`src/rtl/seg_display_scanner.sv`:
```
// Time-multiplexed scanner for a 5-digit common-anode seven-segment display.
// Glyphs go through a shadow bank and are committed to the live bank only at frame boundaries.
module seg_display_scanner #(
    parameter int CLK_DIV      = 50000,
    parameter int BLANK_CYCLES = 2
) (
    input  logic       i_clk,
    input  logic       i_rst,
    input  logic       i_enable,
    input  logic       i_update,
    input  logic [6:0] i_seg_first,
    input  logic [6:0] i_seg_second,
    input  logic [6:0] i_seg_third,
    input  logic [6:0] i_seg_fourth,
    input  logic [6:0] i_seg_fifth,
    output logic [6:0] o_seg,
    output logic [4:0] o_an,
    output logic       o_frame_done,
    output logic       o_pending
);
    localparam int NUM_DIGITS = 5;
    localparam int DW = (CLK_DIV > 1) ? $clog2(CLK_DIV) : 1;
    localparam logic [DW-1:0] DIV_LAST = DW'(CLK_DIV - 1);
    localparam logic [2:0] IDX_LAST = 3'(NUM_DIGITS - 1);

    logic [DW-1:0]                 div_cnt;
    logic [2:0]                    idx;
    logic [NUM_DIGITS-1:0][6:0]    seg_in, shadow, live;
    logic                          pending;
    logic                          slot_end, boundary, commit_now, idx_bad, in_guard;

    assign seg_in     = {i_seg_fifth, i_seg_fourth, i_seg_third, i_seg_second, i_seg_first};
    assign idx_bad    = (idx > IDX_LAST);
    assign slot_end   = (div_cnt == DIV_LAST);
    assign boundary   = i_enable && slot_end && (idx == IDX_LAST);
    // Disabling acts like a frame boundary for the banks: anything waiting lands in live.
    assign commit_now = !i_enable || boundary;
    assign o_pending  = pending;

    generate
        if (BLANK_CYCLES > 0) begin : g_guard
            localparam logic [DW-1:0] BLANK_W = DW'(BLANK_CYCLES);
            assign in_guard = (div_cnt < BLANK_W);
        end else begin : g_no_guard
            assign in_guard = 1'b0;
        end
    endgenerate

    always_ff @(posedge i_clk) begin
        if (i_rst) begin
            div_cnt <= '0;
            idx     <= '0;
        end else if (!i_enable || idx_bad) begin
            div_cnt <= '0;
            idx     <= '0;
        end else if (slot_end) begin
            div_cnt <= '0;
            idx     <= (idx == IDX_LAST) ? 3'd0 : idx + 3'd1;
        end else begin
            div_cnt <= div_cnt + DW'(1);
        end
    end

    always_ff @(posedge i_clk) begin
        if (i_rst) begin
            o_seg        <= 7'h7f;
            o_an         <= 5'h1f;
            o_frame_done <= 1'b0;
        end else begin
            o_frame_done <= boundary;
            if (!i_enable || idx_bad || in_guard) begin
                o_seg <= 7'h7f;
                o_an  <= 5'h1f;
            end else begin
                o_seg <= live[idx];
                o_an  <= ~(5'b00001 << idx);
            end
        end
    end

    always_ff @(posedge i_clk) begin
        if (i_rst) begin
            shadow  <= '1;
            live    <= '1;
            pending <= 1'b0;
        end else begin
            if (i_update)
                shadow <= seg_in;
            if (commit_now) begin
                // A strobe in the commit cycle bypasses the shadow bank.
                if (i_update)
                    live <= seg_in;
                else if (pending)
                    live <= shadow;
                pending <= 1'b0;
            end else if (i_update) begin
                pending <= 1'b1;
            end
        end
    end
endmodule

```
`config.mk`:
```
export PLATFORM = sky130hd
export DESIGN_NAME = seg_display_scanner
export DESIGN_NICKNAME = d
export VERILOG_FILES = /design/src/rtl/seg_display_scanner.sv
export SDC_FILE = /design/constraint.sdc
export NUM_CORES = 1
export LEC_CHECK = 0
export ABC_AREA = 1
export CORE_ASPECT_RATIO = 1.2
export CORE_MARGIN = 4
export CORE_UTILIZATION = 54
export DETAILED_ROUTE_END_ITERATION = 12
export PLACE_DENSITY = 0.78
export SETUP_SLACK_MARGIN = 0.3
export SKIP_CTS_REPAIR_TIMING = 1
export SYNTH_ARGS = -nofsm -noshare
export SYNTH_HDL_FRONTEND = slang
export SYNTH_SLANG_ARGS = --single-unit
```
`constraint.sdc`:
```
create_clock -name i_clk -period 2.1 [get_ports i_clk]
set_input_delay 0.63 -clock i_clk [delete_from_list [all_inputs] [get_ports i_clk]]
set_output_delay 0.63 -clock i_clk [all_outputs]
set_load 0.03 [all_outputs]
```
== Word-level counts from Yosys, hierarchy flattened ==
Cells that the tools add are included.
Operators by class
  add/subtract/negate cells: 2
  $lt $le $gt $ge: 3
  equality and inequality tests: 2
  shifts and indexed selects: 1
  muxes and demuxes: 5
  bitwise operators: 1
  reductions and logical operators: 12
Operators with widths (number)
  $mux 35: 2
  $bmux 7 s3: 1
  $add 16x1->16 const B: 1
  $eq 16x16->1 const B: 1
  $lt 16x2->1 const B: 1
  $mux 7: 1
  $reduce_or 2->1: 3
  $not 5->5: 1
  $shl 1x3->5 const A: 1
  $lt 3x4->1 const B: 1
  $add 3x1->3 const B: 1
  $eq 3x3->1 const B: 1
  $gt 3x3->1 const B: 1
  $logic_or 1x1->1: 3
  $mux 3: 1
  $reduce_or 3->1: 1
  $logic_and 1x1->1: 2
  $reduce_and 2->1: 1
  $reduce_bool 2->1: 1
  $logic_not 1->1: 1
Storage, ports and cells
  register bits: 103
  bits of input ports: 39
  word-level logic and storage cells: 42

== Logic depth before layout (Yosys ltp) ==
Gate-level depths: netlist of the first run.
  depth after elaboration: 5
  gate-level depth with buffers: 12
  depth with buffers taken out: 9

== Least setup slack after synthesis of the first run ==
OpenSTA, ideal clock, no wires.
  path kind: reg-to-reg
  start: reg idx[0]
  end: reg live[33] (netlist bit)
  setup time: 0.134 ns
  arrival time: 1.780 ns
  required time: 1.966 ns
  slack: 0.187 ns
  stages on the path, launching flop included: 13
  path buffers: 3
  clock period less this slack: 1.913 ns
  path through: dfxtp_1 -> clkbuf_1 -> inv_1 -> buf_2 -> ha_1 -> nand2_1 -> nor2_2 -> nand3_4 -> nand2_8 -> nand2_4 -> buf_6 -> nand2_1 -> nand3_1
On the way
  word-level cells in the longest chain between the ends: 4
RTL lines
  start, declared: line 27  | logic [2:0] idx;
  start signal, assigned: line 58  | idx <= (idx == IDX_LAST) ? 3'd0 : idx + 3'd1;
  $eq 3x3->1: line 35  | assign boundary = i_enable && slot_end && (idx == IDX_LAST);
  $logic_and 1x1->1: line 35
  $logic_or 1x1->1: line 37  | assign commit_now = !i_enable || boundary;
  $reduce_and 2->1 (no line)
  end signal, assigned: line 92  | live <= seg_in;
  end signal, assigned: line 94  | live <= shadow;
  end, declared: line 28  | logic [NUM_DIGITS-1:0][6:0] seg_in, shadow, live;
No other way between the ends.
A chain may end at the register's enable or synchronous reset.

== Worst setup path after layout of the first run ==
  start: in i_enable
  end: reg live[20] (netlist bit)
On the way
  word-level cells in the longest chain between the ends: 4
RTL lines
  start, declared: line 9  | input logic i_enable,
  $logic_and 1x1->1 (2 in a row): line 35
  $logic_or 1x1->1 *: line 37
  $reduce_and 2->1 (no line) *
Every way passes the cells marked *; elsewhere a longest branch is shown, timed or not.

==> run summary, run 1 <==
Outcome -> finished, final reports clean
Worst Setup SP -> i_enable
Number of fill cells -> 642
Final Hold Viols -> 0
# IOs -> 53
Final Instance Count excl. Fillers -> 728
R2R Path Start -> div_cnt[0]$_SDFF_PP0_
Slowest CP cell -> clkdlybuf4s50_1
# rows -> 35
Clock skew -> 0.0135 ns
Syn Nets -> 623
Total GRT Usage -> 20.8%
Buffers on Ports -> 52
Synthesized area -> 4290 µm²
Reg2Reg Depth -> 8
Register area share after synthesis -> 48.0%
Via count -> 3893
Worst-margin pin slew -> 0.439 ns
Pre-Repair DR Iteration Count -> 4
Fmax -> 0.572 GHz
Antenna Nets Post-Route -> 0
Post-place instance area -> 4960 µm²
Num Clock Sinks -> 103
Pwr Density -> 718 nW/µm²
Vias per cell -> 5.35
Dpl cells -> 708
Share of cells above drive strength 1 -> 8.65%
Die area -> 9450 µm²
Yosys warns -> 0
Fin worst setup slack -> 0.353 ns
Utilization after layout -> 68.3%
Synth area leader -> dfxtp_1
Initial Util -> 55.7%
# nets final -> 676
Area share of the largest cell type after synthesis -> 48.0%
CP Max Fanout -> 18
Gate Count Post-Synth -> 578
Largest delay share family, worst path -> simple AND/OR/NAND/NOR gates
Critical Path End -> live[20]$_SDFFE_PP1P_
Clock buffer depth -> 2
Cell area after layout -> 5260 µm²
Worst rel slew slack -> 70.5%
CP peak stage delay -> 0.53 ns
DRT iter0 DRCs -> 356
Core area -> 7710 µm²
Ant. Diodes -> 0
TritonCTS clock tree -> done
Min-delay worst type -> flop to flop
Placement Setup Slack -> -0.114 ns
Grt ovf -> 0
Crit Path Class -> input pin to flop
Count of buffer and inverter cells on the critical path -> 2
Top post-synthesis cells by area -> dfxtp_1 (48%), nand2_1 (17%), nand3_1 (16%)
Residual DRC -> 0
P_leak -> 2.37 nW
Placer Congestion -> 0.887
Crit end category -> flop
Die X -> 89.4 µm
WL/cell -> 13.2 µm
Detailed-placement wirelength estimate -> 6.74 mm
Worst-path clk slew -> 0.10 ns
Max Slew Vio Count -> 0
Crit path top cell by count -> nand2_8
CTS buffer count -> 9
Die height -> 106 µm
Setup-failing EPs final -> 0
Synthesized area per cell -> 7.43 µm²
Largest net degree at the start of global routing -> 41
Total number of cells along the worst setup path -> 8
Clock period minus worst slack -> 1.75 ns
Layout area overhead -> 22.6%
Final hold slack -> 0.452 ns
Critical Path RT -> 2.35 ns
Post-synthesis register bit count -> 103
CP cell instances -> clkdlybuf4s50_1 -> inv_1 -> nor2_2 -> nand3_4 -> nand2_8 -> nand2_8 -> nand2_1 -> nand3_1
Antenna violations before repair -> 0
Final WL -> 9.58 mm
Clock H-tree levels -> 3
Max VDD drop -> 0.408 mV
First-pass GRT wire length -> 15.8 mm
Crit path DAT -> 2.00 ns
Async set or reset register ratio after synthesis -> 0%
Main flop type after synthesis -> dfxtp_1
Startpoint types -> input pin
Worst-skew pair later-pin latency -> 0.37 ns
Flop2flop setup slack -> 0.45 ns
Yosys cell types -> 35
Count leader, synth -> nand2_1
Commonest cells post-synth -> nand2_1 (195), nand3_1 (140), dfxtp_1 (103)
Vias in the first global route -> 3664
Clock Root Buffer -> clkbuf_8
Worst reg2reg path endpoint -> live[20]$_SDFFE_PP1P_
Number of synthesized flops with an enable pin -> 0
RSZ-0062 raised after global routing -> true
Fin crit share -> 83.2%
Max cap viols -> 0
==> cells in the final DEF, fill, tap and decap left out, types with 3 or more instances in the layout <==
cell type,instances
a21oi_1,13
buf_12,7
nor2_1,25
nand3_1,140
dfxtp_1,103
buf_4,12
dlymetal6s2s_1,14
clkinvlp_4,3
o21ai_0,6
nand2_1,195
inv_1,16
inv_2,4
clkdlybuf4s50_1,38
ha_1,6
nand2_8,3
clkbuf_8,9
nand4_1,4
nor3_1,9
nor2_4,3
==> metal layers <==
metal	GRT usage (%)	routed length [µm]	share of wire [%]
met1	25.6	4180	44
met2	34.9	4800	50
met3	4.93	430	4.5
met4	7.13	170	1.8
met5	0	0	0
==> per-stage QoR <==
stage               power (mW)  setup TNS (ns)
floorplan                 2.40               0
global placement          2.55           -1.00
detailed placement        2.57           -2.85
CTS                       3.78               0
global route              3.96               0
finish                    3.78               0
==> how the worst min path moves through the flow <==
stage | from | end | slack (ns) | depth (start not counted)
finish | div_cnt[0]$_SDFF_PP0_ | div_cnt[0]$_SDFF_PP0_ | 0.45 | 1
CTS | shadow[17]$_SDFFE_PP1P_ | shadow[17]$_SDFFE_PP1P_ | 0.46 | 2
global placement | div_cnt[0]$_SDFF_PP0_ | div_cnt[0]$_SDFF_PP0_ | 0.43 | 1
global route | shadow[6]$_SDFFE_PP1P_ | shadow[6]$_SDFFE_PP1P_ | 0.48 | 2
floorplan | idx[2]$_SDFFE_PP0N_ | o_an[4]$_SDFF_PP1_ | 0.40 | 1
detailed placement | shadow[2]$_SDFFE_PP1P_ | shadow[2]$_SDFFE_PP1P_ | 0.44 | 2
==> area by class of cell <==
cell class,instances,area (µm²),area share [%]
flip-flops and latches,103,2060,39.2
well taps,92,115,2.19
clock inverters,6,70.1,1.33
multi-input cells,423,2020,38.3
repair buffers,71,786,14.9
inverters,23,87.6,1.66
clock buffers,10,128,2.42
==> cell families (layout without fill, tap and decap cells) <==
kind of cell / count (synthesis) / in the layout / share of synthesized area, %
buffers and inverters: 53 / 110 / 5.83
XOR/XNOR: 1 / 1 / 0.204
AO/OA/AOI/OAI: 24 / 24 / 3.00
flip-flops: 103 / 103 / 48.0
AND/OR/NAND/NOR: 391 / 392 / 41.2
adder cells (fa/ha/maj): 6 / 6 / 1.75
==> where the power goes <==
| group | switching (mW) | internal (mW) | leakage (nW) |
|---|---|---|---|
| Clock | 0.680 | 0.558 | 0.0891 |
| Sequential | 0.0430 | 2.06 | 0.849 |
| Combinational | 0.241 | 0.201 | 1.43 |
| Total | 0.964 | 2.81 | 2.37 |
==> state kept, by name, indices dropped and copies added, names as in the netlist <==
register / cells
div_cnt: 16
idx: 3
live: 35
o_an: 5
o_frame_done: 1
o_pending: 1
o_seg: 7
shadow: 35
Note: power is estimated with default switching activity, not from simulation.
==> run 2, diff against run 1 <==
Settings changed: CORE_UTILIZATION 54 to 50, PLACE_DENSITY 0.78 to 0.76.
Clock period 2.1 ns to 1.5 ns, I/O delays scaled along.
==> run 2 against run 1 <==
  * Final cell count rose by 9.3%
  * Power rose by 54%
  * Largest power group unchanged
  * Clock-buffer cell count did not move
  * Sequential cell count did not move
  * Worst setup slack got worse by 0.37 ns
  * Largest cell class is now multi-input combinational cells
  * Routed wire length rose by 27%
  * Sequential power rose by 40%
  * The flow now finishes with violations (negative setup slack)
==> run summary, run 2 (same netlist as run 1, synthesis figures left out) <==
RSZ-0062 raised after global routing -> true
Layout area overhead -> 41.0%
Final hold slack -> 0.459 ns (+0.00665 ns)
Antenna violations before repair -> 0 (unchanged)
Vias per cell -> 5.48 (+2.5%)
WL/cell -> 15.2 µm (+16%)
Vias in the first global route -> 3867 (+5.5%)
Pwr Total -> 5.84 mW (+54%)
Die X -> 92.6 µm (+3.6%)
# nets final -> 723 (+7.0%)
First-pass GRT wire length -> 17.0 mm (+7.6%)
# rows -> 36 (+2.9%)
Flop2flop setup slack -> -0.01 ns (-0.46 ns)
Worst-margin pin slew -> 0.361 ns (-0.0784 ns)
Largest net degree at the start of global routing -> 36 (-12%)
Largest registers -> live (35), shadow (35), div_cnt (16)
Crit end category -> flop
Pwr Density -> 964 nW/µm² (+34%)
CTS buffer count -> 9 (unchanged)
Final Hold Viols -> 0 (unchanged)
Die area -> 10100 µm² (+7.3%)
Worst rel slew slack -> 75.9% (+5.5 points)
Via count -> 4363 (+12%)
Die height -> 110 µm (+3.6%)
Max VDD drop -> 0.679 mV (+66%)
Placer Congestion -> 0.861 (-2.9%)
Clock H-tree levels -> 3 (unchanged)
Crit Path Class -> flop to flop
P_leak -> 2.73 nW (+15%)
Fin worst setup slack -> -0.0125 ns (-0.365 ns)
Max Slew Vio Count -> 0 (unchanged)
Cell area after layout -> 6060 µm² (+15%)
Num Clock Sinks -> 103 (unchanged)
Detailed-placement wirelength estimate -> 7.61 mm (+13%)
Worst-path clk slew -> 0.10 ns (about the same)
CP Max Fanout -> 9 (-9)
Core area -> 8240 µm² (+6.9%)
Worst-skew pair later-pin latency -> 0.37 ns (about the same)
Buffers on Ports -> 52 (unchanged)
Sum Neg Setup Slack -> -0.0147 ns (-0.0147 ns)
Outcome -> complete, but fails checks
# IOs -> 53 (unchanged)
Most frequent cells in the layout -> nand2_1 (183), nand3_1 (126), dfxtp_1 (76), buf_4 (45), clkdlybuf4s50_1 (35)
Fin crit share -> 101%
Crit path DAT -> 1.76 ns (-0.24 ns)
Final WL -> 12.1 mm (+27%)
Total GRT Usage -> 20.8% (about the same)
Dpl cells -> 764 (+7.9%)
Clock period minus worst slack -> 1.51 ns
Pre-Repair DR Iteration Count -> 6 (+2)
Startpoint types -> flop
Residual DRC -> 0 (unchanged)
Failing checks -> negative setup slack
Clock skew -> 0.0137 ns (+0.000259 ns)
Initial Util -> 52.1% (-3.6 points)
Antenna Nets Post-Route -> 0 (unchanged)
Clock buffer depth -> 2 (unchanged)
Setup-failing EPs final -> 3 (+3)
Min-delay worst type -> flop to flop
Fmax -> 0.661 GHz
TritonCTS clock tree -> done
Final Instance Count excl. Fillers -> 796 (+9.3%)
Ant. Diodes -> 0 (unchanged)
DRT iter0 DRCs -> 393 (+10%)
Share of cells above drive strength 1 -> 27.7% (+19 points)
Max cap viols -> 0 (unchanged)
Commonest non-fill, non-tap cell in the layout -> nand2_1
Post-place instance area -> 5270 µm² (+6.3%)
Number of fill cells -> 598 (-6.9%)
Critical Path RT -> 1.75 ns (-0.60 ns)
Clock Root Buffer -> clkbuf_8
Grt ovf -> 0 (unchanged)
run 2: cell types whose count changed in the layout (fill, tap and decap cells not counted), sizes merged:
| cell | change |
|---|---|
| clkdlybuf4s50 | -3 |
| clkbuf | +3 |
| buf | +51 |
| nand2 | +7 |
| bufinv | +2 |
| inv | -1 |
| dlymetal6s2s | -11 |
| clkinvlp | -2 |
run 2: where the power goes:
group	switching (mW)	internal [mW]
logic	0.411	0.373
registers	0.0720	2.88
clock network	0.956	1.15
total	1.44	4.40
run 2: through the flow:
step	worst slack, ns	util, %
after detailed placement	-0.333	64.0
after floorplan	-0.131	-
after CTS	-0.342	66.9
after global placement	-0.299	64.0
final	-0.0125	73.5
after global routing	-0.0870	73.5
run 2: worst paths after layout:
kind                      startpoint                       to  cells past startpoint
max            div_cnt[5]$_SDFF_PP0_     live[3]$_SDFFE_PP1P_                      8
min          shadow[29]$_SDFFE_PP1P_  shadow[29]$_SDFFE_PP1P_                      2
max reg2reg    div_cnt[5]$_SDFF_PP0_     live[3]$_SDFFE_PP1P_                      8
min reg2reg  shadow[29]$_SDFFE_PP1P_  shadow[29]$_SDFFE_PP1P_                      2
run 2: routing by layer:
layer	GRT usage, %	vias up	part of all wire, %
met5	0	-	0
met4	9.13	0	3.5
met3	3.49	45	4.7
met2	37.2	157	51
met1	24.6	2062	41
li1	-	2099	-
run 2: worst max-delay path: stages, from the launching register on:
cell and delay, ns:
dfxtp_2 0.35, nor2_2 0.16, nand2_2 0.09, nor2_4 0.16, nand3_4 0.16, nand2_4 0.19
nand2_8 0.09, nand2_1 0.10, nand3_1 0.08
run 2: area by class of cell:
class	instances	area, µm²	area share, %
Timing Repair Buffer	111	1140	18.8
Tap cell	114	143	2.36
Inverter	23	96.3	1.59
Multi-Input combinational cell	430	2340	38.6
Sequential cell	103	2100	34.6
Clock inverter	5	106	1.76
Clock buffer	10	138	2.27
==> RTL change: new RTL, settings of run 1 <==
The parameter `CLK_DIV` goes from 50000 to 25000.
--- a/src/rtl/seg_display_scanner.sv
+++ b/src/rtl/seg_display_scanner.sv
@@ -3,3 +3,3 @@
 module seg_display_scanner #(
-    parameter int CLK_DIV      = 50000,
+    parameter int CLK_DIV      = 25000,
     parameter int BLANK_CYCLES = 2
Formal check against the unedited RTL: same outputs for any inputs over 10 cycles, from zero or initial values and one cycle with i_rst high; that may be too few to reach the edited logic, so the function may still have changed.
==> RTL change against run 1 <==
  * First-iteration DRC count decreased by 42%
  * Routed wire length shrank 3.5%
  * Core utilization shrank 1.2 points
  * Area after synthesis shrank 1.6%
  * Non-clock buffer count down 2
  * Worst setup slack gained 0.032 ns
  * Total power increased by 0.98%
  * Hold slack got worse by 0.032 ns
  * Sequential cell count fell by 1
  * Cell area decreased by 2.3%
  * Highest routed layer unchanged
==> RTL change: results (changes against run 1) <==
metric,value,unit,change
synthFlopType,dfxtp_1,,unchanged
grtUsageMet2,0.324,,was 0.349
grt_usage,0.203,,was 0.208
status,finished clean,,unchanged
grt_pass1_wl,15100,um,was 15800 um
reg2reg_to,live[28]$_SDFFE_PP1P_,,was live[20]$_SDFFE_PP1P_
skew,0.00686,ns,was 0.0135 ns
reg2regPathDepth,10,,was 8
antenna_found_initial,0,,unchanged
p_leak,2.33,nW,was 2.37 nW
relSlewSlack,0.543,,was 0.705
holdPathEnd,div_cnt[0]$_SDFF_PP0_,,unchanged
slowest_delay,0.48,ns,was 0.53 ns
vias,3809,,was 3893
worst_r2r_startpoint,div_cnt[1]$_SDFF_PP0_,,was div_cnt[0]$_SDFF_PP0_
grt_util_met3,0.0465,,was 0.0493
reg_top3,"live (35), shadow (35), div_cnt (15)",,"was live (35), shadow (35), div_cnt (16)"
fillers,658,,was 642
drive_above_1_share,0.0728,,was 0.0865
yosys-top-cells-area,"dfxtp_1 48%, nand2_1 18%, nand3_1 16%",,"was dfxtp_1 48%, nand2_1 17%, nand3_1 16%"
synth_cell_type_count,29,,was 35
dp_slack,-0.0000713,ns,was -0.114 ns
ir_worst_vdd,0.000522,V,was 0.000408 V
cp_max_fo,5,,was 18
finalWirelength,9240,um,was 9580 um
grt_max_degree,72,,was 41
yosys-top-cells-count,"200 x nand2_1, 135 x nand3_1, 102 x dfxtp_1, 25 x nor2_1, 20 x inv_1",,"was 195 x nand2_1, 140 x nand3_1, 103 x dfxtp_1, 25 x nor2_1, 17 x inv_1"
hold_class,register to register,,unchanged
dp_hpwl,6580,um,was 6740 um
nNetsFinal,674,,was 676
syn_nets,622,,was 623
RTL change: cell types whose count changed after synthesis, sizes merged, moves of 2 or more:
cell / delta
a21oi: -2
clkinv: +2
inv: +2
nand2: +3
nand3: -6
nand4: +4
nor3b: -2
o21bai: -2
xor2: +3
RTL change: worst max path at each step:
stage | from | end | slack [ns] | cells after the start
finish | i_enable | div_cnt[8]$_SDFF_PP0_ | 0.38 | 8
global route | div_cnt[1]$_SDFF_PP0_ | live[28]$_SDFFE_PP1P_ | 0.30 | 10
CTS | o_pending$_SDFFE_PP0P_ | o_pending | 0.04 | 1
detailed placement | i_enable | div_cnt[8]$_SDFF_PP0_ | -0.00007 | 8
global placement | i_enable | live[34]$_SDFFE_PP1P_ | 0.03 | 8
floorplan | idx[0]$_SDFFE_PP0N_ | live[33]$_SDFFE_PP1P_ | 0.30 | 12
RTL change: worst max-delay path: cells and delay by family:
kind / cells / cell delay (ns)
AND/OR/NAND/NOR: 2 / 0.29
buffers and inverters: 3 / 0.76
AO/OA/AOI/OAI: 3 / 0.34
RTL change: report_power, final:
group	switching, W	total (W)	internal, W
registers	0.0000420	0.00208	0.00204
logic	0.000231	0.000416	0.000185
clock network	0.000632	0.00132	0.000689
RTL change: per-stage QoR:
stage / utilization / cell area, um2 / TNS (ns) / hold slack, ns / instances
floorplan: - / 4230 / 0 / 0.418 / 577
global placement: 0.634 / 4860 / 0 / 0.432 / 709
detailed placement: 0.634 / 4860 / -0.0000713 / 0.438 / 709
CTS: 0.662 / 5070 / 0 / 0.461 / 723
global route: 0.671 / 5140 / 0 / 0.442 / 724
finish: 0.671 / 5140 / 0 / 0.420 / 724
RTL change: final cells by class:
class | instances | share of cell area
multi-input cells | 420 | 0.381
repair buffers | 69 | 0.139
clock buffers | 10 | 0.0268
well taps | 92 | 0.0224
clock inverters | 4 | 0.0141
flip-flops and latches | 102 | 0.397
inverters | 27 | 0.0197
RTL change: routing by layer:
layer	vias to the layer above	wire length (um)
met3	22	440
met5	-	0
met2	85	4520
li1	1985	-
met4	0	243
met1	1717	4040
RTL change: cells by family (layout without fill, tap and decap cells):
logic type,Yosys count,in the layout,synth area share
compound gates,21,21,0.0258
xor+xnor,3,3,0.00622
fa+ha+maj,6,6,0.0178
buf+inv,56,110,0.0601
flops,102,102,0.483
simple gates,389,390,0.407
